--- config.mk ---
export PLATFORM = sky130hd
export DESIGN_NAME = framebuffer_scanout
export DESIGN_NICKNAME = d
export VERILOG_FILES = /design/src/rtl/framebuffer_scanout.sv
export SDC_FILE = /design/constraint.sdc
export NUM_CORES = 1
export LEC_CHECK = 0
export ABC_AREA = 1
export BUFFER_PORTS_ARGS = -buffer_cell sky130_fd_sc_hd__buf_4
export CORE_MARGIN = 2
export CORE_UTILIZATION = 50
export DETAILED_ROUTE_END_ITERATION = 12
export MAX_ROUTING_LAYER = met4
export PLACE_DENSITY = 0.79
export SLEW_MARGIN = 15
export SYNTH_ARGS = -nofsm -noshare
export SYNTH_HDL_FRONTEND = slang
export SYNTH_SLANG_ARGS = --single-unit
--- constraint.sdc ---
create_clock -name Clk -period 3.3 [get_ports Clk]
set_clock_uncertainty 0.1 [all_clocks]
set_input_delay 0.66 -clock Clk [delete_from_list [all_inputs] [get_ports Clk]]
set_output_delay 0.66 -clock Clk [all_outputs]
set_load 0.005 [all_outputs]
--- src/rtl/framebuffer_scanout.sv ---
// Double-buffered framebuffer scan-out: turns VGA scan positions into pixel-RAM
// reads and returns palette indices with sync/blank aligned, 2 Clk after pix_en.
module framebuffer_scanout #(
  parameter int WIDTH   = 640,
  parameter int HEIGHT  = 480,
  parameter int DW      = 8,
  parameter int SCALE2X = 0
) (
  input  logic          Clk,
  input  logic          Reset,
  input  logic          pix_en,
  input  logic [9:0]    DrawX,
  input  logic [9:0]    DrawY,
  input  logic          hs_in,
  input  logic          vs_in,
  input  logic          blank_in,
  output logic          rd_en,
  output logic [19:0]   rd_addr,
  input  logic [DW-1:0] rd_data,
  output logic [DW-1:0] pix_out,
  output logic          hs_out,
  output logic          vs_out,
  output logic          blank_out,
  input  logic          swap_req,
  output logic          swap_ack,
  output logic          front_buf,
  output logic [7:0]    frame_cnt
);

  localparam int unsigned BUFSZ  = (SCALE2X != 0) ? (WIDTH / 2) * (HEIGHT / 2) : WIDTH * HEIGHT;
  localparam int unsigned STRIDE = (SCALE2X != 0) ? WIDTH / 2 : WIDTH;

  localparam logic [19:0] BUF_BASE = 20'(BUFSZ);
  localparam logic [19:0] STRIDE_W = 20'(STRIDE);
  localparam logic [9:0]  W_LAST   = 10'(WIDTH - 1);
  localparam logic [9:0]  H_LIM    = 10'(HEIGHT);

  logic [19:0] row_base;
  logic [19:0] col;
  logic [19:0] addr_next;
  logic        in_vblank;
  logic        stride_line;
  logic        line_end;
  logic        vblank_start;

  // Stage-1 sideband travelling alongside the RAM read.
  logic        s1_valid;
  logic        s1_hs;
  logic        s1_vs;
  logic        s1_blank;

  always_comb begin
    col          = (SCALE2X != 0) ? {11'd0, DrawX[9:1]} : {10'd0, DrawX};
    addr_next    = (front_buf ? BUF_BASE : 20'd0) + row_base + col;
    in_vblank    = (DrawY >= H_LIM);
    // In 2x mode a stored row spans two screen lines, so advance on odd lines only.
    stride_line  = (SCALE2X == 0) || DrawY[0];
    line_end     = blank_in && (DrawX == W_LAST) && !in_vblank && stride_line;
    vblank_start = (DrawX == 10'd0) && (DrawY == H_LIM);
  end

  // NOTE: all state uses non-blocking assignments and a synchronous reset, so
  // reset simply wins over pix_en in the same edge.
  always_ff @(posedge Clk) begin
    if (Reset) begin
      row_base  <= '0;
      rd_en     <= 1'b0;
      rd_addr   <= '0;
      s1_valid  <= 1'b0;
      s1_hs     <= 1'b0;
      s1_vs     <= 1'b0;
      s1_blank  <= 1'b0;
      pix_out   <= '0;
      hs_out    <= 1'b0;
      vs_out    <= 1'b0;
      blank_out <= 1'b0;
      swap_ack  <= 1'b0;
      front_buf <= 1'b0;
      frame_cnt <= '0;
    end else begin
      rd_en    <= 1'b0;
      swap_ack <= 1'b0;
      s1_valid <= pix_en;

      if (pix_en) begin
        rd_en    <= blank_in;
        if (blank_in) rd_addr <= addr_next;
        s1_hs    <= hs_in;
        s1_vs    <= vs_in;
        s1_blank <= blank_in;

        if (in_vblank)     row_base <= '0;
        else if (line_end) row_base <= row_base + STRIDE_W;

        // Flips happen only here, so a scanned frame never mixes buffers.
        if (vblank_start) begin
          frame_cnt <= frame_cnt + 8'd1;
          if (swap_req) begin
            front_buf <= ~front_buf;
            swap_ack  <= 1'b1;
          end
        end
      end

      if (s1_valid) begin
        pix_out   <= s1_blank ? rd_data : '0;
        hs_out    <= s1_hs;
        vs_out    <= s1_vs;
        blank_out <= s1_blank;
      end
    end
  end

endmodule

==> results of run 1 <==
==> path summary, 6_finish.rpt <==
check	cells past startpoint	endpoint	start
worst max register to register	10	rd_addr[18]	front_buf
worst min-delay path	2	blank_out	blank_out
worst max-delay path	6	rd_addr[1]	pix_en
worst min register to register	2	blank_out	blank_out
==> logic make-up after synthesis <==
group	count (synthesis)	synth area share
buf+inv	87	0.102
simple gates	309	0.397
fa+ha+maj	9	0.0332
xor+xnor	5	0.0129
flops	59	0.348
compound gates	69	0.107
==> cells in the mapped netlist (all sizes together) <==
cell / instances
nand4: 8
o211ai: 1
nand3: 51
clkbuf: 7
xor2: 4
a31oi: 1
inv: 71
xnor2: 1
nor3: 6
buf: 9
or2: 1
and2: 2
dfxtp: 59
o21a: 1
nand2: 140
nand3b: 3
a21oi: 36
nor2: 98
ha: 9
o21bai: 1
o21ai: 29
==> area by class of cell <==
class | instances | share of cell area
Multi-Input combinational cell | 392 | 0.448
Timing Repair Buffer | 78 | 0.141
Tap cell | 80 | 0.0240
Clock buffer | 10 | 0.0330
Inverter | 71 | 0.0640
Sequential cell | 59 | 0.283
Clock inverter | 5 | 0.00721
==> registers in the layout, summed over array words and instances (netlist names) <==
name / count
frame_cnt: 8
rd_en: 1
hs_out: 1
vs_out: 1
swap_ack: 1
s1_vs: 1
s1_blank: 1
s1_hs: 1
row_base: 13
front_buf: 1
rd_addr: 20
blank_out: 1
s1_valid: 1
pix_out: 8
==> through the flow <==
step / cells / instance area [µm²] / hold slack [ns] / power (W)
3_5_place_dp: 680 / 4000 / 0.360 / 0.000942
4_1_cts: 695 / 4170 / 0.371 / 0.00150
3_3_place_gp: 680 / 4000 / 0.352 / 0.000937
5_1_grt: 695 / 4170 / 0.386 / 0.00157
2_1_floorplan: 538 / 3390 / 0.349 / 0.000858
6_report: 695 / 4170 / 0.369 / 0.00150
==> layer usage <==
metal | vias up | global-route usage
li1 | 1855 | -
met1 | 1613 | 0.324
met2 | 133 | 0.369
met3 | 18 | 0.0390
met4 | 0 | 0.0838
met5 | - | -
==> power groups by stage <==
stage	Combinational (W)	Sequential (W)	Clock [W]
floorplan	0.0000934	0.000764	0
global placement	0.000170	0.000767	0
detailed placement	0.000174	0.000768	0
CTS	0.000175	0.000752	0.000577
global route	0.000197	0.000755	0.000613
finish	0.000175	0.000752	0.000570
==> worst min-delay path: stages (launching register included) <==
cell	delay (ns)
dfxtp_1	0.31
nand2_1	0.06
a21oi_1	0.05
==> flow_metrics.py, run 1 <==
metrics = {
    "status": {
        "status": "finished, final reports clean",
    },
    "pwr": {
        "pwr-share-clk": 0.380,
        "intPower_w": 0.00110,
        "swShare": 0.265,
        "seqPwrFrac": 0.503,
        "irDropWorstVdd_mv": 0.225,
        "powerDensity_mw_per_mm2": 359,
        "p_leak_nw": 1.95,
        "switchingPower_w": 0.000397,
        "pwr-share-comb": 0.117,
    },
    "clocking": {
        "cts-root-buf": "clkbuf_8",
        "clk_latency_ns": 0.33,
        "hold_buffers": 0,
        "htreeDepth": 3,
        "cts_buffers": 9,
        "cts.path.max_buffers": 2,
        "cts_resized": 0,
        "clk_pin_slew_ns": 0.07,
        "cts_tree": "yes",
        "cts_setup_buffers": 0,
        "clock_sinks": 59,
    },
    "cells_and_area": {
        "drive_above_1_share": 0.200,
        "antenna_cells": 0,
        "finish.utilization": 0.624,
        "nets": 655,
        "multi_input_area_mm2": 0.00187,
        "synthToLayoutAreaGrowth_pct": 22.8,
        "fill_cells": 610,
        "final_common_cell": "nand2_1",
        "mostFrequentLayoutCells": "nand2_1, nor2_1, buf_4",
        "final-seq-area_mm2": 0.00118,
    },
    "global_routing": {
        "grt_pass1_wl_mm": 14.2,
        "overflow": 0,
        "grt_pass1_vias": 3203,
        "grt_max_degree": 32,
        "grtUsageTotal": 0.241,
        "antenna_found_initial": 0,
    },
    "drt": {
        "drcViolationCount": 0,
        "finalWirelength_mm": 8.52,
        "routed-via-count": 3619,
        "wl_met3_um": 554,
        "ant_nets": 0,
        "m1WireLength_mm": 3.95,
        "met2WireLength_mm": 3.86,
        "highest_layer": "met4",
        "wl_per_cell_um": 12.3,
        "via_per_inst": 5.21,
        "first_pass_iters": 5,
        "first_iter_violations": 180,
    },
    "sta": {
        "fmax_mhz": 522,
        "tightestPinTransition_ns": 0.849,
        "fin_tns_setup_ns": 0,
        "fin_crit_ns": 1.92,
        "setup-violations-final": 0,
        "grt_setup_unrepaired": "false",
        "drv_slew": 0,
        "final.setup.worst_slack_ns": 1.38,
        "relSlewSlack": 0.433,
        "hold_violations": 0,
        "period_share": 0.581,
    },
    "setup_path": {
        "crit_chain": "buf_4, nand2_1, inv_1, buf_4, o21ai_0, a21oi_1",
        "crit_slowest_cell": "inv_1",
        "rrSetupSlack_ns": 1.46,
        "slowest_delay_ns": 0.42,
        "crit_fanout": 27,
        "arrival_ns": 2.07,
        "endpoint_kind": "flop",
        "crit_path_frequent_cell": "buf_4",
        "critPathBufInv": 3,
        "critPathKind": "input port to flop",
        "cp_top_family": "buffers and inverters",
        "start_kind": "input port",
        "required_ns": 3.46,
    },
    "die": {
        "initial_utilization": 0.508,
        "core_region_area_mm2": 0.00668,
        "die_x_um": 86.4,
        "num_rows": 30,
        "dieArea_mm2": 0.00746,
        "io_pins": 77,
        "dieHeight_um": 86.4,
    },
    "place": {
        "io_buffer_count": 76,
        "place_congestion": 0.925,
        "pre_cts_ws_ns": 1.05,
        "dp_hpwl_mm": 6.35,
    },
    "synth": {
        "syn_avg_cell_area_um2": 6.30,
        "ys.warnings.count": 0,
        "synth_area_leaders": "dfxtp_1, nand2_1, nor2_1, nand3_1, inv_1",
        "syn_inst": 538,
        "seq_area_frac_synth": 0.348,
        "ys_ff_latch": 59,
        "synth_fp_nets": 582,
        "yosysTopAreaCell": "dfxtp_1",
        "netlist_area_mm2": 0.00339,
        "ys_types": 34,
        "synth.top_cell.area_share": 0.348,
    },
    "worst_hold_path": {
        "hold_class": "flop to flop",
    },
    "job": {
        "drv_cap": 0,
    },
}
No activity file was read; power rests on OpenSTA's default activity.
==> run 2, diff against run 1 <==
--- a/config.mk
+++ b/config.mk
@@ -5,13 +5,13 @@
 export SDC_FILE = /design/constraint.sdc
 export NUM_CORES = 1
 export LEC_CHECK = 0
-export ABC_AREA = 1
+export ABC_AREA = 0
 export BUFFER_PORTS_ARGS = -buffer_cell sky130_fd_sc_hd__buf_4
 export CORE_MARGIN = 2
 export CORE_UTILIZATION = 50
 export DETAILED_ROUTE_END_ITERATION = 12
 export MAX_ROUTING_LAYER = met4
-export PLACE_DENSITY = 0.79
+export PLACE_DENSITY = 0.8
 export SLEW_MARGIN = 15
 export SYNTH_ARGS = -nofsm -noshare
 export SYNTH_HDL_FRONTEND = slang
==> constraint.sdc (replaced) <==
create_clock -name Clk -period 2 [get_ports Clk]
set_clock_uncertainty 0.1 [all_clocks]
set_input_delay 0.4 -clock Clk [delete_from_list [all_inputs] [get_ports Clk]]
set_output_delay 0.4 -clock Clk [all_outputs]
set_load 0.005 [all_outputs]
==> flow_metrics.py, run 2 <==
metrics = {
    "pwr": {
        "pwr-share-clk": 0.455,
        "seqPwrFrac": 0.451,
        "pwr-share-comb": 0.094,
        "powerDensity_mw_per_mm2": 647,
        "intPower_w": 0.00206,
        "irDropWorstVdd_mv": 0.477,
        "switchingPower_w": 0.000626,
        "swShare": 0.233,
        "p_leak_nw": 1.64,
    },
    "synth": {
        "yosysTopAreaCell": "dfxtp_1",
        "synth_common_cells": "dfxtp_1, nand2_1, nor2_1, a21oi_1",
        "ys.warnings.count": 0,
        "synth_fp_nets": 387,
        "synth.top_cell.area_share": 0.405,
        "synth_area_leaders": "dfxtp_1, nand2_1, a21oi_1, ha_1, nor2_1",
        "ys.flop_type": "dfxtp_1",
        "seq_area_frac_synth": 0.405,
        "yosysMostFrequentCell": "dfxtp_1",
        "ys_ff_latch": 59,
        "netlist_area_mm2": 0.00291,
        "ys_types": 49,
        "syn_inst": 343,
        "ys_async_sr_fraction": 0,
        "synth_edf_count": 0,
        "syn_avg_cell_area_um2": 8.49,
    },
    "drt": {
        "routed-via-count": 3215,
        "wl_per_cell_um": 16.4,
        "drcViolationCount": 0,
        "first_pass_iters": 5,
        "first_iter_violations": 187,
        "finalWirelength_mm": 8.68,
        "ant_nets": 0,
        "via_per_inst": 6.08,
    },
    "setup_path": {
        "rrSetupSlack_ns": 0.04,
        "critPathKind": "flop to flop",
        "reg2reg_depth": 5,
        "start_kind": "flop",
        "r2r-start": "row_base[9]",
        "crit_fanout": 3,
        "arrival_ns": 2.11,
        "required_ns": 2.15,
        "reg2reg_to": "rd_addr[17]",
        "endpoint_kind": "flop",
    },
    "clocking": {
        "clk_pin_slew_ns": 0.07,
        "hold_buffers": 0,
        "cts.path.max_buffers": 2,
        "cts_buffers": 9,
        "clk_latency_ns": 0.34,
        "clock_sinks": 59,
        "htreeDepth": 3,
        "cts-root-buf": "clkbuf_8",
        "cts_tree": "yes",
        "cts_setup_buffers": 0,
    },
    "global_routing": {
        "overflow": 0,
        "met2_usage": 0.429,
        "grt_pass1_vias": 2859,
        "antenna_found_initial": 0,
        "met1_usage": 0.328,
        "grt_max_degree": 37,
        "grtUsageTotal": 0.264,
        "top_usage_layer": "met2",
        "gr-usage-met3": 0.0472,
        "grt_pass1_wl_mm": 13.1,
    },
    "sta": {
        "final.setup.worst_slack_ns": 0.0358,
        "grt_setup_unrepaired": "true",
        "fin_crit_ns": 1.96,
        "fin_tns_setup_ns": 0,
        "tightestPinTransition_ns": 0.673,
        "fmax_mhz": 509,
        "hold_violations": 0,
        "period_share": 0.982,
        "relSlewSlack": 0.549,
        "holdWs_ns": 0.189,
        "drv_slew": 0,
        "setup-violations-final": 0,
    },
    "worst_hold_path": {
        "hold_start": "rd_data[4]",
        "hold_class": "input port to flop",
        "hold_depth": 3,
        "holdPathEnd": "pix_out[4]",
    },
    "place": {
        "dp_hpwl_mm": 5.95,
        "place_congestion": 0.933,
        "pre_cts_ws_ns": -0.226,
        "io_buffer_count": 76,
    },
    "die": {
        "dieArea_mm2": 0.00645,
        "core_region_area_mm2": 0.00557,
        "io_pins": 77,
        "initial_utilization": 0.523,
        "num_rows": 27,
        "dieHeight_um": 80.3,
        "die_x_um": 80.3,
    },
    "status": {
        "status": "finished, final reports clean",
    },
    "cells_and_area": {
        "largest_register_ffs": 20,
        "drive_above_1_share": 0.344,
        "antenna_cells": 0,
        "mostFrequentLayoutCells": "buf_4, dfxtp_1, nand2_1",
        "final_common_cell": "buf_4",
        "reg_top3": "rd_addr (20), row_base (13)",
        "nets": 496,
        "synthToLayoutAreaGrowth_pct": 42.4,
        "regMostFlops": "rd_addr",
    },
    "job": {
        "drv_cap": 0,
    },
}
## run 2: changes by cell type after synthesis, sizes merged, moves of 13 or more
cell / delta
nand2: -105
nor2: -70
inv: -60
nand3: -38
o21ai: -16
or4: +13
## run 2: cell type report
type	count	area, µm²
Clock buffer	10	138
Multi-Input combinational cell	254	1730
Sequential cell	59	1190
Clock inverter	6	88.8
Tap cell	72	90.1
Timing Repair Buffer	115	863
Inverter	13	48.8
Fill cell	397	1430
## run 2: logic make-up after synthesis
kind of cell / share of synthesized area
xor gates and xnor gates: 0.0120
adders and majority gates: 0.0387
AOI/OAI and AO/OA: 0.207
muxes: 0.0292
buffers and inverters: 0.0460
DFF: 0.405
and+or+nand+nor: 0.262
## run 2: how the worst max path moves through the flow
stage                startpoint            to  slack, ns  cells past startpoint
detailed placement     DrawX[8]   rd_addr[15]      -0.23                      6
CTS                 row_base[9]   rd_addr[17]     -0.002                      5
global route        row_base[9]   rd_addr[15]      -0.03                      6
finish              row_base[9]   rd_addr[17]       0.04                      5
floorplan              DrawX[9]   rd_addr[18]     -0.003                      5
global placement       DrawX[8]  row_base[19]      -0.16                      5
## run 2: per-layer routing
layer,share of wire,vias up
met1,0.41,1544
met4,0.026,0
met5,0,-
met3,0.055,25
li1,-,1509
met2,0.51,137
## run 2: critical path, stage by stage, from the launching register on
cell	delay (ns)
dfxtp_2	0.35
ha_4	0.27
o211ai_1	0.15
or4b_4	0.57
a21o_1	0.18
a311oi_2	0.24
## run 2: power groups by stage
stage | sequential, W | combinational, W | clock [W]
floorplan | 0.00124 | 0.0000987 | 0
global placement | 0.00124 | 0.000235 | 0
detailed placement | 0.00124 | 0.000240 | 0
CTS | 0.00121 | 0.000243 | 0.00123
global route | 0.00121 | 0.000273 | 0.00130
finish | 0.00121 | 0.000252 | 0.00122
## run 2: what timing repair did
| action | CTS | global route |
|---|---|---|
| endpoints found under the setup margin | 7 | 9 |
| pin swaps | 0 | 3 |
| resized for setup | 2 | 23 |
## run 2: metrics by stage
step | utilization | area (µm²) | cells | total power (W)
floorplan | - | 2920 | 343 | 0.00134
global placement | 0.678 | 3780 | 513 | 0.00147
detailed placement | 0.678 | 3780 | 513 | 0.00148
CTS | 0.721 | 4020 | 529 | 0.00269
global route | 0.744 | 4150 | 529 | 0.00278
finish | 0.744 | 4150 | 529 | 0.00269
